==> src/rtl/trap_ctrl_pkg.sv <==
`default_nettype none
// ============================================================================
// Module      : trap_ctrl_pkg
// Description : Shared definitions for the machine-mode trap sequencer.
//               Holds the trap CSR addresses, the sequencer state encoding,
//               the latched cause format and a helper that builds it.
// Revision    : 1.0 - initial release
// ============================================================================
package trap_ctrl_pkg;

  // CSR addresses touched by the trap sequence.
  localparam logic [11:0] CSR_ADDR_MTVEC  = 12'h305;
  localparam logic [11:0] CSR_ADDR_MEPC   = 12'h341;
  localparam logic [11:0] CSR_ADDR_MCAUSE = 12'h342;

  // Width of the exception/interrupt code field carried in mcause.
  localparam int unsigned CAUSE_CODE_W = 5;

  // Sequencer states.
  typedef enum logic [2:0] {
    TrapIdle     = 3'd0,
    TrapSave     = 3'd1,
    TrapVector   = 3'd2,
    TrapRestore  = 3'd3,
    TrapRedirect = 3'd4
  } trap_state_e;

  // Compact cause: interrupt flag plus low code bits. Expanded to XLEN
  // only when driven onto the mcause write port.
  typedef struct packed {
    logic                    intr;
    logic [CAUSE_CODE_W-1:0] code;
  } cause_t;

  localparam int unsigned CAUSE_T_W = $bits(cause_t);

  function automatic cause_t make_cause(input logic intr, input int unsigned code);
    cause_t c;
    c.intr = intr;
    c.code = CAUSE_CODE_W'(code);
    return c;
  endfunction

endpackage : trap_ctrl_pkg
`default_nettype wire

==> src/rtl/trap_ctrl_reg.sv <==
`default_nettype none
// ============================================================================
// Module      : trap_ctrl_reg
// Description : Generic register cell with synchronous active-high reset.
//               q_o takes d_i every rising edge; rst forces RESET_VAL.
// Ports       : clk, rst      - clock / synchronous reset
//               d_i  [WIDTH]  - next value
//               q_o  [WIDTH]  - registered value
// Revision    : 1.0 - initial release
// ============================================================================
module trap_ctrl_reg #(
  parameter int unsigned       WIDTH     = 1,
  parameter logic [WIDTH-1:0]  RESET_VAL = '0
) (
  input  logic             clk,
  input  logic             rst,
  input  logic [WIDTH-1:0] d_i,
  output logic [WIDTH-1:0] q_o
);

  logic [WIDTH-1:0] val_q;

  always_ff @(posedge clk) begin
    if (rst) begin
      val_q <= RESET_VAL;
    end else begin
      val_q <= d_i;
    end
  end

  assign q_o = val_q;

endmodule : trap_ctrl_reg
`default_nettype wire

==> src/rtl/trap_ctrl.sv <==
`default_nettype none
// ============================================================================
// Module      : trap_ctrl
// Description : Machine-mode trap sequencer. Drives the CSR file's dedicated
//               trap write ports (mepc, mcause, MIE disable/restore) and its
//               read port, and redirects fetch on ecall/ebreak, an enabled
//               machine-timer interrupt, or mret. Stalls the pipeline while
//               a sequence is in flight.
// Ports       : commit_valid_i, pc_i, next_pc_i, ecall_i, ebreak_i, mret_i
//                   - commit-stage inputs, sampled only in IDLE
//               mtip_i, mtie_i, mstatus_ie_i - interrupt qualification
//               we_/waddr_/wdata_ mepc/mcause, disable_mie_req_o,
//               restore_mie_req_o - CSR write side
//               raddr_o / rdata_i - CSR read side (combinational read)
//               stall_o, redirect_o, redirect_pc_o - pipeline control
// Revision    : 1.0 - initial release
// ============================================================================
module trap_ctrl
  import trap_ctrl_pkg::*;
#(
  parameter int unsigned XLEN         = 64,
  parameter int unsigned CSR_AW       = 12,
  parameter int unsigned CAUSE_ECALL  = 11,
  parameter int unsigned CAUSE_EBREAK = 3,
  parameter int unsigned CAUSE_MTI    = 7
) (
  input  logic              clk,
  input  logic              rst,
  input  logic              commit_valid_i,
  input  logic [XLEN-1:0]   pc_i,
  input  logic [XLEN-1:0]   next_pc_i,
  input  logic              ecall_i,
  input  logic              ebreak_i,
  input  logic              mret_i,
  input  logic              mtip_i,
  input  logic              mtie_i,
  input  logic              mstatus_ie_i,
  output logic              we_mepc_o,
  output logic [CSR_AW-1:0] waddr_mepc_o,
  output logic [XLEN-1:0]   wdata_mepc_o,
  output logic              we_mcause_o,
  output logic [CSR_AW-1:0] waddr_mcause_o,
  output logic [XLEN-1:0]   wdata_mcause_o,
  output logic              disable_mie_req_o,
  output logic              restore_mie_req_o,
  output logic [CSR_AW-1:0] raddr_o,
  input  logic [XLEN-1:0]   rdata_i,
  output logic              stall_o,
  output logic              redirect_o,
  output logic [XLEN-1:0]   redirect_pc_o
);

  trap_state_e     state_q, state_d;
  logic [XLEN-1:0] epc_q, epc_d;
  cause_t          cause_q, cause_d;
  logic [XLEN-1:0] target_q, target_d;
  logic            irq;

  assign irq = mtip_i & mtie_i & mstatus_ie_i;

  // --------------------------------------------------------------------------
  // State register
  // --------------------------------------------------------------------------
  always_ff @(posedge clk) begin
    if (rst) begin
      state_q <= TrapIdle;
    end else begin
      state_q <= state_d;
    end
  end

  // --------------------------------------------------------------------------
  // Latched sequence registers
  // --------------------------------------------------------------------------
  trap_ctrl_reg #(.WIDTH(XLEN)) u_epc_reg (
    .clk (clk),
    .rst (rst),
    .d_i (epc_d),
    .q_o (epc_q)
  );

  trap_ctrl_reg #(.WIDTH(CAUSE_T_W)) u_cause_reg (
    .clk (clk),
    .rst (rst),
    .d_i (cause_d),
    .q_o (cause_q)
  );

  trap_ctrl_reg #(.WIDTH(XLEN)) u_target_reg (
    .clk (clk),
    .rst (rst),
    .d_i (target_d),
    .q_o (target_q)
  );

  // --------------------------------------------------------------------------
  // Next-state and latch-update logic
  // --------------------------------------------------------------------------
  always_comb begin
    state_d  = state_q;
    epc_d    = epc_q;
    cause_d  = cause_q;
    target_d = target_q;

    case (state_q)
      TrapIdle: begin
        // Synchronous exceptions outrank the interrupt; a deferred interrupt
        // is simply seen again on a later commit.
        if (commit_valid_i) begin
          if (ecall_i) begin
            epc_d   = pc_i;
            cause_d = make_cause(1'b0, CAUSE_ECALL);
            state_d = TrapSave;
          end else if (ebreak_i) begin
            epc_d   = pc_i;
            cause_d = make_cause(1'b0, CAUSE_EBREAK);
            state_d = TrapSave;
          end else if (mret_i) begin
            state_d = TrapRestore;
          end else if (irq) begin
            // Interrupt is taken after the committing instruction completes.
            epc_d   = next_pc_i;
            cause_d = make_cause(1'b1, CAUSE_MTI);
            state_d = TrapSave;
          end
        end
      end

      TrapSave: begin
        state_d = TrapVector;
      end

      TrapVector: begin
        // Direct mode only: mtvec mode bits are discarded.
        target_d = {rdata_i[XLEN-1:2], 2'b00};
        state_d  = TrapRedirect;
      end

      TrapRestore: begin
        target_d = rdata_i;
        state_d  = TrapRedirect;
      end

      TrapRedirect: begin
        state_d = TrapIdle;
      end

      default: begin
        state_d = TrapIdle;
      end
    endcase
  end

  // --------------------------------------------------------------------------
  // Moore output decode
  // --------------------------------------------------------------------------
  assign waddr_mepc_o   = CSR_AW'(CSR_ADDR_MEPC);
  assign waddr_mcause_o = CSR_AW'(CSR_ADDR_MCAUSE);

  always_comb begin
    we_mepc_o         = 1'b0;
    we_mcause_o       = 1'b0;
    disable_mie_req_o = 1'b0;
    restore_mie_req_o = 1'b0;
    wdata_mepc_o      = '0;
    wdata_mcause_o    = '0;
    raddr_o           = '0;
    stall_o           = (state_q != TrapIdle);
    redirect_o        = 1'b0;
    redirect_pc_o     = '0;

    case (state_q)
      TrapSave: begin
        // mepc[1:0] are dropped by the CSR file itself.
        we_mepc_o         = 1'b1;
        we_mcause_o       = 1'b1;
        disable_mie_req_o = 1'b1;
        wdata_mepc_o      = epc_q;
        wdata_mcause_o    = {cause_q.intr, {(XLEN-1-CAUSE_CODE_W){1'b0}}, cause_q.code};
      end
      TrapVector: begin
        raddr_o = CSR_AW'(CSR_ADDR_MTVEC);
      end
      TrapRestore: begin
        raddr_o           = CSR_AW'(CSR_ADDR_MEPC);
        restore_mie_req_o = 1'b1;
      end
      TrapRedirect: begin
        redirect_o    = 1'b1;
        redirect_pc_o = target_q;
      end
      default: begin
      end
    endcase
  end

endmodule : trap_ctrl
`default_nettype wire

==> config.mk <==
export PLATFORM = sky130hd
export DESIGN_NAME = trap_ctrl
export DESIGN_NICKNAME = d
export VERILOG_FILES = /design/src/rtl/trap_ctrl_pkg.sv /design/src/rtl/trap_ctrl_reg.sv /design/src/rtl/trap_ctrl.sv
export SDC_FILE = /design/constraint.sdc
export NUM_CORES = 1
export LEC_CHECK = 0
export BUFFER_PORTS_ARGS = -buffer_cell sky130_fd_sc_hd__buf_2
export CAP_MARGIN = 20
export CORE_AREA = 2 2 171 173
export DETAILED_ROUTE_END_ITERATION = 8
export DIE_AREA = 0 0 173 175
export GPL_TIMING_DRIVEN = 1
export PLACE_DENSITY = 0.57
export SETUP_SLACK_MARGIN = 0.02
export SLEW_MARGIN = 40
export SYNTH_ARGS = -nofsm -noshare
export SYNTH_HDL_FRONTEND = slang
export SYNTH_HIERARCHICAL = 1
export SYNTH_SLANG_ARGS = --single-unit
==> constraint.sdc <==
create_clock -name clk -period 5.65 [get_ports clk]
set_input_delay 0.565 -clock clk [delete_from_list [all_inputs] [get_ports clk]]
set_output_delay 0.565 -clock clk [all_outputs]
set_load 0.1 [all_outputs]
======== Word level (Yosys, flattened, before mapping) ========
Index checks and enable logic that the tools add are counted.
storage, ports and cells
  bits in writable memories ............... 0
  input port bits ......................... 201
  memories ................................ 0
  bits in read-only memories .............. 0
  register bits ........................... 137
  latch bits .............................. 0
operators by class
  shift operators ......................... 0
  multipliers ............................. 0
  eq/ne operators ......................... 7
  reduce and logical (&&, ||, !) cells .... 7
  bitwise logic cells ..................... 2
  divide/modulo/power cells ............... 0
  magnitude comparators ................... 0
  muxes and demuxes ....................... 22
  add/subtract/negate cells ............... 0
operator list
  operator                                                               number
  64-bit two-way mux                                                     7
  64-bit one-hot mux with 2 select lines                                 1
  6-bit two-way mux                                                      4
  10-bit one-hot mux with 2 select lines                                 1
  3-bit two-way mux                                                      5
  3-bit one-hot mux with 3 select lines                                  1
  3-bit by 2-bit equality test with 1-bit output, second input constant  2
  3-bit nonzero test                                                     2
  5-bit inequality test, second input constant                           1
  4-bit AND reduction                                                    1
  3-bit by 1-bit equality test with 1-bit output, second input constant  1
  3-bit equality test, second input constant                             1
  3-bit zero test                                                        1
  1-bit two-way mux                                                      3
  3-bit inequality test, second input constant                           1
  1-bit bitwise AND                                                      2
  2-bit inequality test, second input constant                           1
  2-bit AND reduction                                                    1
  2-bit nonzero test                                                     1
  2-bit OR reduction                                                     1

======== Logic depth before layout (Yosys ltp) ========
  word-level depth ........................ 8
  depth in mapped cells ................... 7
  mapped depth without buffers ............ 5

======== Hierarchy ========
Netlist, hierarchy kept.
modules (own cells, without submodules)
  module                         times used  cells an instance  sequential area each (um2)  area an instance (um2)
  trap_ctrl                      1           636                60.1                        3906.2
  trap_ctrl_reg (u_epc_reg ...)  2           135                1281.2                      1918.1
  trap_ctrl_reg (u_cause_reg)    1           12                 120.1                       157.7

======== Worst setup path before layout ========
No wires, ideal clock.
  kind .................................... reg2out
  start point ............................. reg state_q[0]
  end point ............................... out wdata_mepc_o[54]
  data arrival time ....................... 2.901 ns
  cell stages (with the launch flop) ...... 4
  required time ........................... 5.085 ns
  setup slack ............................. 2.184 ns
  cells stage by stage .................... dfxtp_1 > nor3b_1 > clkbuf_1 > and2_1
between the ends
  cells in the longest elaborated chain, start to end .. 2
ends and longest elaborated chain
  item                                            line              text
  from (decl)                                     trap_ctrl.sv:53   trap_state_e state_q, state_d;
  from (signal assigned)                          trap_ctrl.sv:66   state_q <= TrapIdle;
  from (signal assigned)                          trap_ctrl.sv:68   state_q <= state_d;
  3-bit by 1-bit equality test with 1-bit output  trap_ctrl.sv:172  case (state_q)
  64-bit two-way mux                              trap_ctrl.sv:172
  to (decl)                                       trap_ctrl.sv:40   output logic [XLEN-1:0] wdata_mepc_o,
No other way between the ends.

======== Final worst setup path ========
  start point ............................. reg state_q[0]
  end point ............................... out wdata_mcause_o[3]
between the ends
  cells in the longest elaborated chain, start to end .. 2
ends and longest elaborated chain
  item                                            line              text
  3-bit by 1-bit equality test with 1-bit output  trap_ctrl.sv:172
  64-bit two-way mux                              trap_ctrl.sv:172
  to (decl)                                       trap_ctrl.sv:43   output logic [XLEN-1:0] wdata_mcause_o,
No other way between the ends.

==> results_dict.tcl <==
set metrics [dict create \
    synth_flop_cell "dfxtp_1" \
    diodes 0 \
    grt_util_all_layers_pct 15.6 \
    power.density_mw_per_mm2 298 \
    worstSetupEndpoint "wdata_mcause_o[3]" \
    io_buffers 345 \
    fp.dieArea_sq_mm 0.0303 \
    h-tree-depth 4 \
    grt_max_degree 71 \
    cts-hold-fix-buffers 0 \
    stdcell_count 1613 \
    slowest_stage "buf_4" \
    yosysUniqueCellTypes 33 \
    cp-startpoint "state_q[0]" \
    power_mw 2.99 \
    drtAntennaViolNets 0 \
    arrival_ps 2620 \
    dp_hpwl_microns 16700 \
    synthCells 918 \
    yosys_warnings 6 \
    num_io_pins 435 \
    firstDrtPassIters 4 \
    syn-cell-area_sq_mm 0.00790 \
    syn_to_final_growth_pct 26.9 \
    skew_ps 15.5 \
    cts_resized 0 \
    syn_area_per_cell_sq_um 8.61 \
    cts_sinks 137 \
    synth-seq-cells 137 \
    reg2reg_depth 5 \
    cts_buffers 17 \
    cts_root_buf "clkbuf_16" \
    setup_viol 0 \
    layout-drive-gt1-share_pct 47.2 \
    worst_pin_slew_ps 766 \
    overflow 0 \
    drc_errors 0 \
    finalCritPeriodShare_pct 56.4 \
    drtIter0Drc 359 \
    dp.cells 1581 \
    vias_per_cell 4.27 \
    avgRoutedWirePerCell_microns 15.0 \
    maxSlewHeadroom_pct 48.9 \
    crit_chain "nor3b_2 > buf_4 > and2_1 > buf_2" \
    vdd_drop_max_v 0.000164 \
    critPathLaunchType "register" \
    core_sq_mm 0.0284 \
    vias 6886 \
    cts_setup_buffers 0 \
    critPathKind "reg -> out" \
    grt_pass1_wl_microns 37300 \
    cts.path.max_buffers 2 \
    start_util_pct 27.8 \
    cts_tree "built" \
    final_area_sq_mm 0.0100 \
    maxCapViolCount 0 \
    cp_max_fo 70 \
    max_stage_delay_ps 590 \
    die_w_microns 173 \
    r2r_setup_slack_ps 3110 \
    grt_pass1_vias 6622 \
    antenna_found_initial 4 \
    min_period_ps 3190 \
    fin_nets 1417 \
    hold_viol_final 0 \
    rsz0062_at_grt "no" \
    synthArstFlopShare_pct 0 \
    detail_route.wirelength_microns 24300 \
    hp-start "rdata_i[4]" \
    ys_seq_area_share_pct 34.7 \
    timing.rr.start "state_q[2]" \
    worstSetupEndpointType "output port" \
    clk_latency_ps 420 \
    clk_pin_slew_worst_paths_ps 80 \
    critPathRequiredTime_ps 5090 \
    fmax_mhz 314 \
    gp_congestion 0.784 \
    cp_top_family "buffers and inverters" \
    die_h_microns 175 \
    hp-class "in -> reg" \
    p_leak_nw 4.98 \
    run_status "finished clean" \
    rr_endpoint "u_epc_reg/q_o[61]" \
    placed_area_sq_mm 0.00943 \
    report.final.slew_viol_count 0 \
    cp_num_buf_inv 2 \
    num_rows 62 \
    cp_num_cells 4 \
    synth_edf_count 0 \
    final.setup.tns_ps 0 \
]
worst reg2reg max path: cells and delay by family (launching register included):
| family | cells | cell delay [ps] |
|---|---|---|
| simple gates | 2 | 860 |
| compound gates | 2 | 620 |
| buf+inv | 1 | 590 |
| flops | 1 | 390 |
flip-flops by register name (all words and copies together), names as in the netlist:
signal            flops
u_target_reg/q_o     64
u_epc_reg/q_o        64
u_cause_reg/q_o       6
state_q               3
kinds of logic (layout without fill, tap and decap cells):
family | count (synthesis) | after routing | synth area share [%]
compound gates | 74 | 74 | 10.1
buf+inv | 166 | 390 | 14.3
flops | 137 | 137 | 34.7
other cells | 2 | 89 | 0.0951
simple gates | 539 | 539 | 40.7
worst min path at each step:
| stage | to | cells past startpoint | slack, ps |
|---|---|---|---|
| 4_1_cts | u_target_reg/q_o[4] | 4 | 400 |
| 6_report | u_target_reg/q_o[4] | 4 | 430 |
| 2_1_floorplan | u_cause_reg/q_o[0] | 2 | 510 |
| 3_3_place_gp | u_cause_reg/q_o[4] | 3 | 520 |
| 3_5_place_dp | u_cause_reg/q_o[4] | 3 | 530 |
| 5_1_grt | u_target_reg/q_o[51] | 4 | 420 |
where the power goes:
part           total (mW)  switching [mW]  internal [mW]  leakage [nW]
clock network        1.14           0.541          0.598         0.284
registers            1.06          0.0316           1.03          1.12
logic               0.789           0.565          0.223          3.58
total                2.99            1.14           1.85          4.98
stage by stage:
step                      setup WS (ps)  util, %  hold WS, ps
after CTS                          2370     35.3          404
final                              2460     35.3          428
after detailed placement           2800     33.2          526
after floorplan                    2180        -          505
after global routing               2220     35.3          424
after global placement             2840     33.2          525
area by class of cell:
type / count / area, sq um
Clock buffer: 17 / 425
Clock inverter: 15 / 178
Fill cell: 3012 / 18400
Inverter: 3 / 11.3
Multi-Input combinational cell: 702 / 4380
Sequential cell: 137 / 2740
Tap cell: 384 / 480
Timing Repair Buffer: 355 / 1810
Yosys cell counts (all sizes together) (2+ instances only):
library cell,number,share of area [%]
or3,64,5.1
a22o,3,0.33
dfxtp,137,35
clkbuf,44,2.1
o22a,2,0.22
inv,3,0.14
conb,2,0.095
nor3b,3,0.29
nor2,4,0.19
o221a,64,9.1
nor2b,134,14
or2,2,0.16
nand2,186,8.8
buf,119,12
and2,136,11
nor3,2,0.13
layer usage:
metal	wire, microns	GRT usage [%]	part of all wire [%]	vias to the layer above
li1	-	-	-	3424
met1	10300	18.8	42	3156
met2	11900	27.0	49	276
met3	1610	4.44	6.6	26
met4	380	4.38	1.6	4
met5	26	0	0.11	-
layout by cell type, fill, tap and decap left out, types with 5 or more instances in the layout:
cell       synthesis  layout
and2_1           136     136
buf_2              6     344
buf_4             96      10
clkbuf_16          0      17
clkinv_8           0       5
conb_1             2      89
dfxtp_1          137     137
inv_8              0       5
nand2_1          186     186
nor2b_1           14      14
nor2b_2          120     120
o221a_2           64      64
or3_1             64      64
Power figures use the tool's default switching activity.
